$ cat src/rtl/pwm_fade_pkg.sv
// Shared types and constants for the breathing-LED PWM fade controller.
package pwm_fade_pkg;

    localparam int CNT_W = 8;
    localparam logic [CNT_W-1:0] PERIOD_LAST = 8'hFF;

    typedef enum logic [2:0] {
        IDLE,
        UP,
        HOLD_HI,
        DOWN,
        HOLD_LO
    } fade_state_t;

endpackage

$ cat src/rtl/pwm_duty_ramp.sv
// Saturating duty stepper: next duty for a rising or falling ramp plus end-of-ramp flags.
module pwm_duty_ramp
    import pwm_fade_pkg::*;
#(
    parameter logic [CNT_W-1:0] DUTY_MAX = 8'hFF
) (
    input  logic [CNT_W-1:0] duty,
    input  logic [CNT_W-1:0] step,
    output logic [CNT_W-1:0] duty_up,
    output logic [CNT_W-1:0] duty_down,
    output logic             at_max,
    output logic             at_zero
);

    logic [CNT_W:0] sum;
    logic [CNT_W:0] diff;

    // One spare bit catches both overflow past the ceiling and underflow below zero.
    always_comb begin
        sum       = {1'b0, duty} + {1'b0, step};
        diff      = {1'b0, duty} - {1'b0, step};
        duty_up   = (sum >= {1'b0, DUTY_MAX}) ? DUTY_MAX : sum[CNT_W-1:0];
        duty_down = diff[CNT_W] ? '0 : diff[CNT_W-1:0];
        at_max    = (duty_up == DUTY_MAX);
        at_zero   = (duty_down == '0);
    end

endmodule

$ cat src/rtl/pwm_fade_ctrl.sv
// Breathing-LED controller: ramps PWM duty up and down, changing only at period boundaries.
// Define PWM_FADE_HOLD_EN to add hold phases at the top and bottom of each ramp.
module pwm_fade_ctrl
    import pwm_fade_pkg::*;
#(
    parameter logic [CNT_W-1:0] DUTY_MAX = 8'hFF
) (
    input  logic             clk,
    input  logic             rst_n,
    input  logic [CNT_W-1:0] cnt,
    input  logic             start,
    input  logic             stop,
    input  logic             loop,
    input  logic [CNT_W-1:0] step,
    input  logic [CNT_W-1:0] hold_periods,
    output logic             pwm_out,
    output logic [CNT_W-1:0] duty,
    output logic             busy,
    output logic             cycle_done
);

    fade_state_t      state;
    fade_state_t      state_next;
    logic [CNT_W-1:0] step_q;
    logic [CNT_W-1:0] duty_up;
    logic [CNT_W-1:0] duty_down;
    logic             period_end;
    logic             at_max;
    logic             at_zero;
    logic             cycle_end;

    assign period_end = (cnt == PERIOD_LAST);

    pwm_duty_ramp #(.DUTY_MAX(DUTY_MAX)) u_ramp (
        .duty      (duty),
        .step      (step_q),
        .duty_up   (duty_up),
        .duty_down (duty_down),
        .at_max    (at_max),
        .at_zero   (at_zero)
    );

`ifdef PWM_FADE_HOLD_EN
    logic [CNT_W-1:0] hold_cnt;
    logic             hold_done;

    assign hold_done = period_end && (hold_cnt == '0);
`else
    logic [CNT_W-1:0] hold_periods_unused;

    assign hold_periods_unused = hold_periods;
`endif

    always_ff @(posedge clk or negedge rst_n) begin
        if (!rst_n) state <= IDLE;
        else        state <= state_next;
    end

    // stop outranks everything, including a start in the same cycle.
    always_comb begin
        state_next = state;
        cycle_end  = 1'b0;
        if (stop) begin
            state_next = IDLE;
        end else begin
            case (state)
                IDLE: if (start) state_next = UP;
`ifdef PWM_FADE_HOLD_EN
                UP:      if (period_end && at_max)  state_next = HOLD_HI;
                HOLD_HI: if (hold_done)             state_next = DOWN;
                DOWN:    if (period_end && at_zero) state_next = HOLD_LO;
                HOLD_LO: if (hold_done) begin
                    cycle_end  = 1'b1;
                    state_next = loop ? UP : IDLE;
                end
`else
                UP:   if (period_end && at_max) state_next = DOWN;
                DOWN: if (period_end && at_zero) begin
                    cycle_end  = 1'b1;
                    state_next = loop ? UP : IDLE;
                end
`endif
                default: state_next = IDLE;
            endcase
        end
    end

    always_comb begin
        busy = (state != IDLE);
    end

    always_ff @(posedge clk or negedge rst_n) begin
        if (!rst_n) begin
            duty       <= '0;
            step_q     <= CNT_W'(1);
            pwm_out    <= 1'b0;
            cycle_done <= 1'b0;
        end else begin
            pwm_out    <= (cnt < duty);
            cycle_done <= cycle_end;
            if (stop) begin
                duty <= '0;
            end else if (state == IDLE) begin
                duty <= '0;
                if (start) step_q <= (step == '0) ? CNT_W'(1) : step;
            end else if (period_end) begin
                if (state == UP)        duty <= duty_up;
                else if (state == DOWN) duty <= duty_down;
            end
        end
    end

`ifdef PWM_FADE_HOLD_EN
    // The hold length is captured on entry so later changes only affect the next hold.
    always_ff @(posedge clk or negedge rst_n) begin
        if (!rst_n) begin
            hold_cnt <= '0;
        end else if ((state == UP && state_next == HOLD_HI) ||
                     (state == DOWN && state_next == HOLD_LO)) begin
            hold_cnt <= hold_periods;
        end else if ((state == HOLD_HI || state == HOLD_LO) && period_end && hold_cnt != '0) begin
            hold_cnt <= hold_cnt - CNT_W'(1);
        end
    end
`endif

endmodule

$ cat config.mk
export PLATFORM = sky130hd
export DESIGN_NAME = pwm_fade_ctrl
export DESIGN_NICKNAME = d
export VERILOG_FILES = /design/src/rtl/pwm_fade_pkg.sv /design/src/rtl/pwm_duty_ramp.sv /design/src/rtl/pwm_fade_ctrl.sv
export SDC_FILE = /design/constraint.sdc
export NUM_CORES = 1
export LEC_CHECK = 0
export CAP_MARGIN = 40
export CORE_ASPECT_RATIO = 1.25
export CORE_UTILIZATION = 47
export DETAILED_ROUTE_END_ITERATION = 8
export GPL_ROUTABILITY_DRIVEN = 0
export GPL_TIMING_DRIVEN = 0
export HOLD_SLACK_MARGIN = 0.06
export PLACE_DENSITY = 0.81
export SLEW_MARGIN = 20
export SYNTH_ARGS = -nofsm -noshare
export SYNTH_HDL_FRONTEND = slang
export SYNTH_HIERARCHICAL = 1
export SYNTH_SLANG_ARGS = --single-unit
$ cat constraint.sdc
create_clock -name clk -period 2.72 [get_ports clk]
set_clock_uncertainty 0.1 [all_clocks]
set_input_delay 0.408 -clock clk [delete_from_list [all_inputs] [get_ports clk]]
set_output_delay 0.408 -clock clk [all_outputs]
set_load 0.005 [all_outputs]
# == After elaboration in Yosys (flattened, before gate mapping) ==
# Index checks and enable logic that the tools add are counted.
# W data, S select, Z words.
# classes
n_addsub,2
multipliers,0
div_mod_pow,0
order_cmp,2
eq_ne,7
shifts,0
mux,17
bitwise_logic,1
reduce_logical,11
# ops
operator,n
$mux W8,8
$eq A8 B8 Y1 const B,2
$logic_not A8 Y1,2
$mux W3,4
$add A8 B8 Y9,1
$ge A9 B8 Y1 const B,1
$ne A3 B3 Y1 const B,3
$pmux W3 S3,1
$sub A8 B8 Y9,1
$lt A8 B8 Y1,1
$reduce_and A3 Y1,2
$reduce_bool A3 Y1,2
$mux W1,4
$reduce_bool A4 Y1,1
$eq A3 B1 Y1 const B,1
$eq A3 B2 Y1 const B,1
$logic_not A3 Y1,1
$logic_and A1 B1 Y1,2
$reduce_and A2 Y1,1
$not A1 Y1,1
# word_totals
register_bits,21
latchBits,0
mem_bits_rw,0
mem_bits_ro,0
input_bits,29
output_inout_bits,11
wordCells,45
mem_count,0

# == Logic depth before layout (Yosys ltp) ==
# Gate-level depths: netlist (run 1).
# logic_depth
word_depth,8
ltp_mapped,13
ltp_nobuf,13

# == Hierarchy ==
# The synthesis (run 1) kept the hierarchy.
# by_module_without_submodules
mod,n_inst,cells_per_inst,area_each_um2,seq_area_each_um2
pwm_fade_ctrl,1,98,1111.1,501.7
pwm_duty_ramp,1,107,780.7,0.0

# == Worst setup path before layout (run 1) ==
# OpenSTA, ideal clock, no wires.
# synth_path
kind,reg-to-reg
from,register step_q[0]
to,register state[0]
setup_ps,136
t_arrival_ps,2544
t_required_ps,2484
setup_slack_ps,-60
path_stages_with_launch,13
n_path_buf,0
synth_period_minus_slack_ps,2780
path_cell_list,dfstp_2 -> ha_1 -> inv_1 -> fa_1 -> a21o_2 -> a21oi_2 -> o31ai_1 -> a31oi_2 -> nor2_1 -> nor3_1 -> inv_1 -> nor3_1 -> a311oi_1
# synth_between
word_cells_on_any_way,12
cone_classes,2 x add/sub; 1 x order compare; 3 x eq/ne; 2 x mux; 4 x reduce/logical
# synth_lines
item,line,text
start: declaration,pwm_fade_ctrl.sv:24,logic [CNT_W-1:0] step_q;
start signal: assignment,pwm_fade_ctrl.sv:105,if (start) step_q <= (step == '0) ? CNT_W'(1) : step;
$sub A8 B8 Y9,pwm_duty_ramp.sv:21,"diff = {1'b0, duty} - {1'b0, step};"
$mux W8,pwm_duty_ramp.sv:23,duty_down = diff[CNT_W] ? '0 : diff[CNT_W-1:0];
named net duty_down[7],pwm_fade_ctrl.sv:26,logic [CNT_W-1:0] duty_down;
$logic_not A8 Y1,pwm_duty_ramp.sv:25,at_zero = (duty_down == '0);
named net at_zero,pwm_fade_ctrl.sv:29,logic at_zero;
$logic_and A1 B1 Y1,pwm_fade_ctrl.sv:78,DOWN: if (period_end && at_zero) begin
$ne A3 B3 Y1 (no line),n/a,
$reduce_and A3 Y1 (no line),n/a,
end signal: assignment,pwm_fade_ctrl.sv:56,else state <= state_next;
end: declaration,pwm_fade_ctrl.sv:22,fade_state_t state;
# The timed path passes the listed nets, and every way through them passes these cells.
# A chain may end at the register's enable or synchronous reset.

# == Final worst setup path (run 1) ==
# layout_path
from,register duty[0]
to,register state[1]
# layout_between
elab_chain_cells,7
word_cells_on_any_way,12
cone_classes,2 x add/sub; 1 x order compare; 3 x eq/ne; 2 x mux; 4 x reduce/logical
# layout_rtl
item,line,text
start: declaration,pwm_fade_ctrl.sv:17,"output logic [CNT_W-1:0] duty,"
start signal: assignment,pwm_fade_ctrl.sv:107,if (state == UP) duty <= duty_up;
start signal: assignment,pwm_fade_ctrl.sv:108,else if (state == DOWN) duty <= duty_down;
$add A8 B8 Y9 (*),pwm_duty_ramp.sv:20,"sum = {1'b0, duty} + {1'b0, step};"
$ge A9 B8 Y1,pwm_duty_ramp.sv:22,"duty_up = (sum >= {1'b0, DUTY_MAX}) ? DUTY_MAX : sum[CNT_W-1:0];"
$mux W8 (*),pwm_duty_ramp.sv:22,
$eq A8 B8 Y1 (*),pwm_duty_ramp.sv:24,at_max = (duty_up == DUTY_MAX);
named net at_max,pwm_fade_ctrl.sv:28,logic at_max;
$logic_and A1 B1 Y1 (*),pwm_fade_ctrl.sv:77,UP: if (period_end && at_max) state_next = DOWN;
$ne A3 B3 Y1 (no line) (*),n/a,
$reduce_and A3 Y1 (no line) (*),n/a,
# The timed path passes the listed nets; every way through them passes the cells marked *.

==> results.md, run 1 <==
- Status: finished clean
- Global Route Usage Sum: 22.4%
- Root buf cell: clkbuf_8
- Asr flop ratio synth: 100%
- Minimum clock period: 2.64 ns
- DRT Pass-1 Iters: 4
- Final cycle utilization of the critical path: 96.9%
- PwrDens: 360 nW/um2
- Fmax: 379 MHz
- Die span in y: 72.9 um
- Pins Over Slew Limit: 0
- Die X: 58.7 um
- Final setup vio count: 0
- Layout cell share with drive strength beyond 1: 20.4%
- DP HPWL: 3440 um
- Worst-Skew Late Latency: 0.26 ns
- CTS Hold Bufs: 0
- MaxCap Viol Count: 0
- Core box area: 3820 um2
- Row count: 25
- CTS Sinks: 20
- Fillers: 303
- WL/cell: 15.2 um
- Number of remaining DRC errors: 0
- Syn_area_per_cell: 9.23 um2
- Synth Flop Type: dfrtp_1
- Peak per-stage delay on the critical path: 0.55 ns
- Final hold violations: 0
- Post-synthesis cell type count: 49
- CP max FO: 4
- Crit end category: flip-flop
- VDD IR max: 0.000179 V
- WS Path Type: reg -> reg
- Setup WS pre-CTS: -0.304 ns
- Mapped cell area: 1890 um2
- Hold Path Class: in -> async
- Setup crit start kind: flip-flop
- Syn Inst Count: 205
- Top cells by count, synth: inv_1 (25), ha_1 (23), dfrtp_1 (19)
- Post-synth EDFFs: 0
- Multi-input logic area: 1360 um2
- Dominant cell type by area after synthesis: dfrtp_1
- First-pass GRT wire length: 7360 um
- Die ar.: 4280 um2
- Worst EP required: 2.81 ns
- CTS Buf Count: 3
- RSZ-0062 raised after global routing: true
- Detail Route Antenna Nets: 0
- Synth top area cells: dfrtp_1 (25%), ha_1 (15%), inv_1 (5.0%)
- Lkg Pwr: 1.05 nW
- Crit-path leading delay family: compound AO/OA/AOI/OAI gates
- Most common cell in the netlist: inv_1
- Synth top area share: 25.1%
- Vias per std cell: 5.59
- WL final: 4550 um
- WP buf/inv: 0
- Syn_nets: 259
- Initial core utilization: 49.6%
- Clk buf depth: 2
- CP Data Arrival Time: 2.73 ns
- Final worst slack: 0.0834 ns
- Post-route cell area: 2490 um2
- Inserted Diodes: 0
- Pin count of the biggest net entering global routing: 17
- Max-slew headroom: 54.2%
- CP max-delay cell: or4_4
- IO Count: 40
- Net count, final: 300
- TritonCTS clock tree: yes
- Gr ovfl total: 0
- Dpl cell area: 2310 um2
- Critical path, cell by cell: ha_1 > fa_2 > a21oi_2 > o21bai_1 > xnor2_1 > or4_4 > o41ai_2 > o2bb2ai_1
- Vias in the first global route: 1647
- Area grow syn2layout: 31.6%
- Initial DRC count: 70
- Register bit count reported by yosys: 20
- Detailed-route via count: 1671
- Clock-pin slew on the worst setup and hold paths: 0.08 ns
- I/O Buffers: 31
- YS warnings: 6
- Worst-Margin Slew: 0.685 ns
- Htree depth: 1
- Register Area: 503 um2
- Initial antenna violation count: 0
- Sequential element share of the synthesized area: 26.5%
[cells in the final DEF (no fill, tap or decap), types with 3 or more instances in the layout]
master / count
xnor2_1: 9
buf_4: 6
ha_1: 21
nor3_1: 3
nand2_1: 9
a21oi_1: 13
a221o_1: 9
inv_1: 24
nand2b_1: 6
inv_2: 3
nor2_1: 12
clkdlybuf4s50_1: 31
clkbuf_1: 4
o21ai_0: 5
dfrtp_1: 18
a311oi_1: 9
mux2_2: 7
clkbuf_8: 3
[metrics by stage]
step | std cells | power (W) | hold WS (ns) | util, % | setup TNS, ns
5_1_grt | 299 | 0.000952 | 0.324 | 65.2 | -0.0381
6_report | 299 | 0.000898 | 0.309 | 65.2 | 0
2_1_floorplan | 205 | 0.000548 | 0.0124 | - | 0
3_3_place_gp | 290 | 0.000631 | 0.405 | 59.7 | -0.633
4_1_cts | 297 | 0.000856 | 0.326 | 62.5 | 0
3_5_place_dp | 291 | 0.000644 | 0.413 | 60.5 | -0.780
[layout make-up]
cell class                 count  area share, %
clock buffer                   4           1.81
tap                           54           2.71
timing repair buffer          37           15.1
sequential                    20           20.2
multi-input combinational    151           54.8
inverter                      27           4.07
buffer                         6           1.36
[repair_timing]
| action | in CTS | in global routing |
|---|---|---|
| endpoints found under the setup margin | 8 | 11 |
| resized for setup | 3 | 20 |
| buffers inserted | 2 | 3 |
| pin swaps | 3 | 2 |
[flip-flops by register name (all words and copies together), names as in the netlist]
signal and cells:
duty 8, step_q 8, state 2, cycle_done 1, pwm_out 1
[worst paths after layout]
| check | from | to | slack, ns | cells past startpoint |
|---|---|---|---|---|
| worst max-delay path | duty[0]$_DFFE_PN0P_ | state[1]$_DFFE_PN0P_ | 0.08 | 8 |
| worst min register to register | step_q[0]$_DFFE_PN1P_ | step_q[0]$_DFFE_PN1P_ | 0.44 | 2 |
| max in group asynchronous | rst_n | step_q[0]$_DFFE_PN1P_ | 1.73 | 2 |
| worst max register to register | duty[0]$_DFFE_PN0P_ | state[1]$_DFFE_PN0P_ | 0.08 | 8 |
| worst min-delay path | rst_n | step_q[6]$_DFFE_PN0P_ | 0.31 | 1 |
| min in group clk | step_q[0]$_DFFE_PN1P_ | step_q[0]$_DFFE_PN1P_ | 0.44 | 2 |
[worst register-to-register path, delay by kind of cell, from the launching register on]
family | cells | cell delay [ns]
compound gates | 4 | 0.75
xor+xnor | 1 | 0.15
fa+ha+maj | 2 | 0.59
flops | 1 | 0.42
simple gates | 1 | 0.55
[report_power, final]
group          switching (W)  internal, W
combinational       0.000180     0.000158
sequential         0.0000261     0.000324
clock               0.000105     0.000104
[logic make-up (layout without fill, tap and decap cells)]
group	Yosys count	after routing	synth area share, %
compound gates	55	55	22.7
xor+xnor	11	11	5.09
fa+ha+maj	25	25	17.3
buf+inv	34	74	7.34
flops	20	20	26.5
mux	7	7	4.17
simple gates	53	53	16.9
[per-layer routing]
| metal | GRT usage, % | up-vias | part of all wire (%) |
|---|---|---|---|
| met5 | 0 | - | 0 |
| met4 | 6.35 | 0 | 1.3 |
| met3 | 1.77 | 6 | 2.8 |
| met2 | 39.0 | 42 | 53 |
| met1 | 29.3 | 793 | 43 |
| li1 | - | 830 | - |
(Power assumes the default switching activity.)
==> run 2: changes to the inputs <==
--- a/config.mk
+++ b/config.mk
@@ -8,6 +8,7 @@
 export CAP_MARGIN = 40
 export CORE_ASPECT_RATIO = 1.25
 export CORE_UTILIZATION = 47
+export CTS_CLUSTER_DIAMETER = 40
 export DETAILED_ROUTE_END_ITERATION = 8
 export GPL_ROUTABILITY_DRIVEN = 0
 export GPL_TIMING_DRIVEN = 0
==> results of run 2 <==
No change in the layout: final DEF, timing and power equal those of run 1.
